[src/rtl/alu_seq_acc_pkg.sv]
// Shared definitions for the registered sequential ALU.
// Holds the operation codes, the control FSM state encoding and a small
// decode helper. There are no ports; alu_seq_acc and alu_seq_acc_mult import it.
package alu_seq_acc_pkg;

  typedef enum logic [2:0] {
    FUNC_ADD  = 3'd0,
    FUNC_SUB  = 3'd1,
    FUNC_LOG  = 3'd2,
    FUNC_ROR  = 3'd3,
    FUNC_RAND = 3'd4,
    FUNC_CAT  = 3'd5,
    FUNC_SHL  = 3'd6,
    FUNC_MUL  = 3'd7
  } func_e;

  typedef enum logic [1:0] {
    ST_IDLE = 2'd0,
    ST_MUL  = 2'd1,
    ST_DONE = 2'd2
  } state_e;

  // Multiply is the only operation that leaves IDLE.
  function automatic logic is_multi_cycle(input logic [2:0] func);
    return (func == FUNC_MUL);
  endfunction

endpackage

[src/rtl/alu_seq_acc_mult.sv]
// Shift-add unsigned multiplier. It adds one partial product per cycle, taking
// the multiplier LSB first, and finishes WIDTH cycles after start.
// Ports:
//   clk, reset  : clock and synchronous active-high reset (aborts a multiply)
//   start       : load operands and begin (one-cycle pulse)
//   a, b        : multiplicand and multiplier, WIDTH bits
//   product     : 2*WIDTH-bit product, valid while done=1
//   done        : high on the cycle that performs the last step
module alu_seq_acc_mult
  import alu_seq_acc_pkg::*;
#(
  parameter int WIDTH = 4
) (
  input  logic               clk,
  input  logic               reset,
  input  logic               start,
  input  logic [WIDTH-1:0]   a,
  input  logic [WIDTH-1:0]   b,
  output logic [2*WIDTH-1:0] product,
  output logic               done
);

  localparam int CW = $clog2(WIDTH + 1);

  logic [2*WIDTH-1:0] mcand_q, mcand_d;
  logic [2*WIDTH-1:0] acc_q, acc_d;
  logic [WIDTH-1:0]   mplier_q, mplier_d;
  logic [CW-1:0]      cnt_q, cnt_d;
  logic               run_q, run_d;

  // Next-state logic for one shift-add step per cycle.
  always_comb begin
    mcand_d  = mcand_q;
    acc_d    = acc_q;
    mplier_d = mplier_q;
    cnt_d    = cnt_q;
    run_d    = run_q;
    done     = 1'b0;
    if (start) begin
      mcand_d  = {{WIDTH{1'b0}}, a};
      mplier_d = b;
      acc_d    = {(2*WIDTH){1'b0}};
      cnt_d    = {CW{1'b0}};
      run_d    = 1'b1;
    end else if (run_q) begin
      if (mplier_q[0]) begin
        acc_d = acc_q + mcand_q;
      end else begin
        acc_d = acc_q;
      end
      mcand_d  = mcand_q << 1;
      mplier_d = mplier_q >> 1;
      cnt_d    = cnt_q + CW'(1);
      // The final step's sum is handed out combinationally, so the caller can
      // capture it on the same edge that retires the last partial product.
      if (cnt_q == CW'(WIDTH - 1)) begin
        done  = 1'b1;
        run_d = 1'b0;
      end else begin
        run_d = 1'b1;
      end
    end else begin
      run_d = 1'b0;
    end
  end

  assign product = acc_d;

  // Multiplier state registers.
  always_ff @(posedge clk) begin
    if (reset) begin
      mcand_q  <= {(2*WIDTH){1'b0}};
      acc_q    <= {(2*WIDTH){1'b0}};
      mplier_q <= {WIDTH{1'b0}};
      cnt_q    <= {CW{1'b0}};
      run_q    <= 1'b0;
    end else begin
      mcand_q  <= mcand_d;
      acc_q    <= acc_d;
      mplier_q <= mplier_d;
      cnt_q    <= cnt_d;
      run_q    <= run_d;
    end
  end

endmodule

[src/rtl/alu_seq_acc.sv]
// Registered sequential ALU with an accumulator and a valid/ready request port.
// Single-cycle operations complete one cycle after they are accepted. A multiply
// goes through MUL for WIDTH cycles and then DONE.
// Ports:
//   clk, reset          : clock and synchronous active-high reset
//   in_valid / in_ready : request handshake; in_ready is high only in IDLE
//   func, a, b, use_acc : operation, operands and accumulator-feedback select
//   result              : 2*WIDTH-bit registered result/accumulator
//   out_valid           : one-cycle pulse when result is updated
//   busy                : high while the multiplier is stepping
module alu_seq_acc
  import alu_seq_acc_pkg::*;
#(
  parameter int WIDTH = 4
) (
  input  logic               clk,
  input  logic               reset,
  input  logic               in_valid,
  output logic               in_ready,
  input  logic [2:0]         func,
  input  logic [WIDTH-1:0]   a,
  input  logic [WIDTH-1:0]   b,
  input  logic               use_acc,
  output logic [2*WIDTH-1:0] result,
  output logic               out_valid,
  output logic               busy
);

  localparam logic [WIDTH:0] SHL_LIMIT = (WIDTH + 1)'(2 * WIDTH);

  state_e             state_q, state_d;
  logic [2*WIDTH-1:0] result_q, result_d;
  logic               out_valid_q, out_valid_d;

  logic [WIDTH-1:0]   b_eff_s;
  logic [WIDTH:0]     sum_s, diff_s;
  logic [2*WIDTH-1:0] shl_s, alu_res_s, mul_product_s;
  logic               mul_start_s, mul_done_s;

  // Feedback reads the registered result, so a request accepted on an
  // out_valid cycle sees the previously completed value.
  assign b_eff_s = use_acc ? result_q[WIDTH-1:0] : b;

  // Single-cycle operation datapath.
  always_comb begin
    sum_s     = {1'b0, a} + {1'b0, b_eff_s};
    diff_s    = {1'b0, a} - {1'b0, b_eff_s};
    shl_s     = {{WIDTH{1'b0}}, b_eff_s} << a;
    alu_res_s = {(2*WIDTH){1'b0}};
    case (func_e'(func))
      FUNC_ADD:  alu_res_s = {{(WIDTH-1){1'b0}}, sum_s};
      FUNC_SUB:  alu_res_s = {{(WIDTH-1){diff_s[WIDTH]}}, diff_s};
      FUNC_LOG:  alu_res_s = {a | b_eff_s, a ^ b_eff_s};
      FUNC_ROR:  alu_res_s = {{(2*WIDTH-1){1'b0}}, |{a, b_eff_s}};
      FUNC_RAND: alu_res_s = {{(2*WIDTH-1){1'b0}}, &{a, b_eff_s}};
      FUNC_CAT:  alu_res_s = {a, b_eff_s};
      FUNC_SHL: begin
        if ({1'b0, a} >= SHL_LIMIT) begin
          alu_res_s = {(2*WIDTH){1'b0}};
        end else begin
          alu_res_s = shl_s;
        end
      end
      FUNC_MUL:  alu_res_s = {(2*WIDTH){1'b0}};
      default:   alu_res_s = {(2*WIDTH){1'b0}};
    endcase
  end

  alu_seq_acc_mult #(
    .WIDTH(WIDTH)
  ) u_mult (
    .clk     (clk),
    .reset   (reset),
    .start   (mul_start_s),
    .a       (a),
    .b       (b_eff_s),
    .product (mul_product_s),
    .done    (mul_done_s)
  );

  // Control FSM: next state, result update and completion pulse.
  always_comb begin
    state_d     = state_q;
    result_d    = result_q;
    out_valid_d = 1'b0;
    mul_start_s = 1'b0;
    case (state_q)
      ST_IDLE: begin
        if (in_valid) begin
          if (is_multi_cycle(func)) begin
            mul_start_s = 1'b1;
            state_d     = ST_MUL;
          end else begin
            result_d    = alu_res_s;
            out_valid_d = 1'b1;
            state_d     = ST_IDLE;
          end
        end else begin
          state_d = ST_IDLE;
        end
      end
      ST_MUL: begin
        // Load on the last step so out_valid is seen in DONE.
        if (mul_done_s) begin
          result_d    = mul_product_s;
          out_valid_d = 1'b1;
          state_d     = ST_DONE;
        end else begin
          state_d = ST_MUL;
        end
      end
      ST_DONE: state_d = ST_IDLE;
      default: state_d = ST_IDLE;
    endcase
  end

  // State, result and pulse registers.
  always_ff @(posedge clk) begin
    if (reset) begin
      state_q     <= ST_IDLE;
      result_q    <= {(2*WIDTH){1'b0}};
      out_valid_q <= 1'b0;
    end else begin
      state_q     <= state_d;
      result_q    <= result_d;
      out_valid_q <= out_valid_d;
    end
  end

  assign in_ready  = (state_q == ST_IDLE);
  assign busy      = (state_q == ST_MUL);
  assign result    = result_q;
  assign out_valid = out_valid_q;

endmodule

[config.mk]
export PLATFORM = sky130hd
export DESIGN_NAME = alu_seq_acc
export DESIGN_NICKNAME = d
export VERILOG_FILES = /design/src/rtl/alu_seq_acc_pkg.sv /design/src/rtl/alu_seq_acc_mult.sv /design/src/rtl/alu_seq_acc.sv
export SDC_FILE = /design/constraint.sdc
export NUM_CORES = 1
export LEC_CHECK = 0
export BUFFER_PORTS_ARGS = -buffer_cell sky130_fd_sc_hd__buf_2
export CORE_MARGIN = 2
export CORE_UTILIZATION = 60
export DETAILED_ROUTE_END_ITERATION = 8
export PLACE_DENSITY = 0.85
export SYNTH_ARGS = -nofsm -noshare
export SYNTH_HDL_FRONTEND = slang
export SYNTH_HIERARCHICAL = 1
export SYNTH_SLANG_ARGS = --single-unit
[constraint.sdc]
create_clock -name clk -period 2.77 [get_ports clk]
set_input_delay 0.554 -clock clk [delete_from_list [all_inputs] [get_ports clk]]
set_output_delay 0.554 -clock clk [all_outputs]
set_load 0.005 [all_outputs]
==> key figures <==
Detailed routing
  • Via count: 2746
  • DRT antenna net count: 0
  • Drt wl/cell: 17.5 µm
  • # DRC: 0
  • Initial DRC Count: approximately 300
  • DR pass1 iterations: 6
  • Routed WL: 7.40 mm
  • Drt via density: 6.51

Setup path
  • Critical path endpoint category: flip-flop
  • CP max stage cell: fa_1
  • Arrival time at the worst endpoint: 2800 ps
  • WP data required: 2960 ps
  • CP Max Fanout: 4
  • Critical Path Start Type: flip-flop
  • Worst r2r src: u_mult/mcand_q[0]
  • Slowest stage delay, CP: 410 ps
  • CP startpoint: u_mult/mcand_q[0]
  • Crit Path Category: flip-flop to flip-flop
  • Crit path cell chain: ha_1 -> fa_1 -> a21o_2 -> a21oi_2 -> o21ai_1 -> o311ai_1 -> nand2_1 -> o21ai_0 -> mux2i_1 -> a311oi_1

Finish
  • Fin util: 0.666
  • N_diodes: 0
  • Final #Nets: 406
  • Layout cells sized above 1: 0.190
  • Syn-to-layout area delta: 8.44%

Clock tree
  • Setup repair bufs after CTS: 0
  • CTS tree: done
  • Cts bufs inserted: 5
  • CTS Root Cell: clkbuf_8
  • H-Tree Depth: 2
  • Clock Path Buffers: 2
  • Hold_buf cts: 0
  • Clk Latency, worst-skew pair: slightly below 300 ps
  • Clock slew at reported path FFs: approximately 70 ps
  • Sink Count: 35

Timing
  • Worst Setup Slack, final: 165 ps
  • Fmax: 0.384 GHz
  • Slew @ Worst Pin: 522 ps
  • Fin crit period: 2610 ps
  • Setup TNS: 0 ps
  • Final period util: 0.941
  • Relative slew slack: 0.651
  • RSZ-0062 raised after global routing: no
  • Final hold violation count: 0
  • WHS: 489 ps
  • Final setup vio count: 0
  • Final Max Slew Viols: 0
  • Clk_skew: 6.96 ps

Yosys
  • Synthesized flop and latch total: 35
  • Post-Syn Area: 0.00286 mm²
  • Post-Syn Nets: 383
  • Post-synth cell types: 67
  • Gate Count Post-Synth: 344
  • Sequential area share after synthesis: 0.245
  • Most common cell in the netlist: nor2_1
  • Synth async-reset ratio: 0
  • Largest cells by area after synthesis: dfxtp_1, ha_1, mux2i_1, nor2_1, a21oi_1
  • Top cell type's share of synthesized area: 0.245
  • Yosys warning count: 6
  • Post-synth top area cell: dfxtp_1
  • Commonest cells post-synth: nor2_1, dfxtp_1, a21oi_1, mux2i_1, nand2_1
  • EDFF count, synth: 0
  • Ys flop type: dfxtp_1
  • Synth Area per Inst: roughly 8.3 µm²

Outcome
  • Status: completed

Place
  • PortBufs: 25
  • HPWL Detailed: 5.66 mm
  • Worst slack, placed: 68.1 ps
  • GP Congestion: 1.04

Flow run
  • Max-cap violations: 0

Floorplanning
  • Die span in x: 73.0 µm
  • Die Area: 0.00534 mm²
  • Core Area: 0.00466 mm²
  • Die H: 73.0 µm
  • Num rows: 25
  • Io pins: 26
  • Initial core utilization: 0.614

Power
  • P_leak: ~0.0013 µW
  • PD cells: 383 mW/mm²
  • VDD IR max: ~280 µV

Min path
  • Worst Min Path Start: u_mult/cnt_q[2]
  • Hold WC Path Type: flip-flop to flip-flop

Global routing
  • Initial antenna violation count: 0
  • Pin count of the biggest net entering global routing: 32
  • GRT Residual Overflow: 0
  • Global-route wire length before repair: 12.0 mm
  • Via count of the first global-routing pass: 2517
  • Total GRT Usage: 0.288
## worst paths after layout
check                           depth (start not counted)         endpoint  slack (ps)
worst min register to register                          2  u_mult/cnt_q[2]         490
worst max register to register                         10        result[6]         160
worst max-delay path                                   10        result[6]         160
worst min-delay path                                    2  u_mult/cnt_q[2]         490
## where the power goes
| group | switching (µW) | leakage, µW | total, µW | internal (µW) |
|---|---|---|---|---|
| registers | 17.9 | 0.000284 | 537 | 519 |
| clock network | 180 | 0.0000422 | 356 | 176 |
| logic | 171 | 0.000973 | 294 | 123 |
## layer usage
| metal | track usage | vias up | wire length [µm] |
|---|---|---|---|
| met2 | 0.449 | 133 | 3340 |
| li1 | - | 1296 | - |
| met3 | 0.0594 | 18 | 553 |
| met4 | 0.101 | 0 | 170 |
| met5 | 0 | - | 0 |
| met1 | 0.392 | 1299 | 3340 |
## final cells by class
cell class / count / area [µm²]
Timing Repair Buffer: 36 / 208
Multi-Input combinational cell: 272 / 1980
Fill cell: 402 / 1560
Clock buffer: 7 / 76.3
Inverter: 17 / 63.8
Clock inverter: 1 / 5.00
Tap cell: 54 / 67.6
Sequential cell: 35 / 701
## placed cells by master (no fill, tap or decap), drive strengths merged, types with 4 or more instances in the layout
cell type   n
dfxtp      35
buf        36
ha         21
nor4        4
mux2i      26
nand3       8
o211ai      4
nor2       48
a21oi      29
a31oi       4
or3         4
o21ai      10
a211oi      6
nand2b      7
nand2      24
xnor2       5
a21o        4
nor3       12
clkbuf      7
inv        17
## worst max-delay path, delay by kind of cell (launching register included)
family | cells | cell delay, ps
adders and majority gates | 2 | 660
muxes | 1 | 100
and+or+nand+nor | 1 | 150
DFF | 1 | 340
AOI/OAI and AO/OA | 6 | 1270
## per-stage QoR
stage / instance area (µm²) / cells / power, µW
6_report: 3100 / 422 / 1190
5_1_grt: 3100 / 422 / 1250
4_1_cts: 3100 / 422 / 1190
3_5_place_dp: 3020 / 414 / 835
3_3_place_gp: 3020 / 414 / 830
2_1_floorplan: 2860 / 344 / 746
## cell families after synthesis
kind of cell    after synthesis  synth area share
simple gates                126             0.221
mux                          29             0.122
flops                        35             0.245
fa+ha+maj                    24             0.113
compound gates               86             0.213
xor+xnor                      7            0.0214
buf+inv                      37            0.0647
## what timing repair did
action | in CTS | in global routing
endpoints found under the setup margin | 0 | 1
gates resized for setup | 0 | 2
endpoints found under the hold margin | 0 | 0
## state kept, by name, summed over array words and instances (netlist names)
| signal | count |
|---|---|
| u_mult/cnt_q | 3 |
| state_q | 2 |
| u_mult/acc_q | 8 |
| u_mult/mcand_q | 8 |
| u_mult/run_q | 1 |
| result | 8 |
| u_mult/mplier_q | 4 |
| out_valid | 1 |
Power figures use the tool's default switching activity.
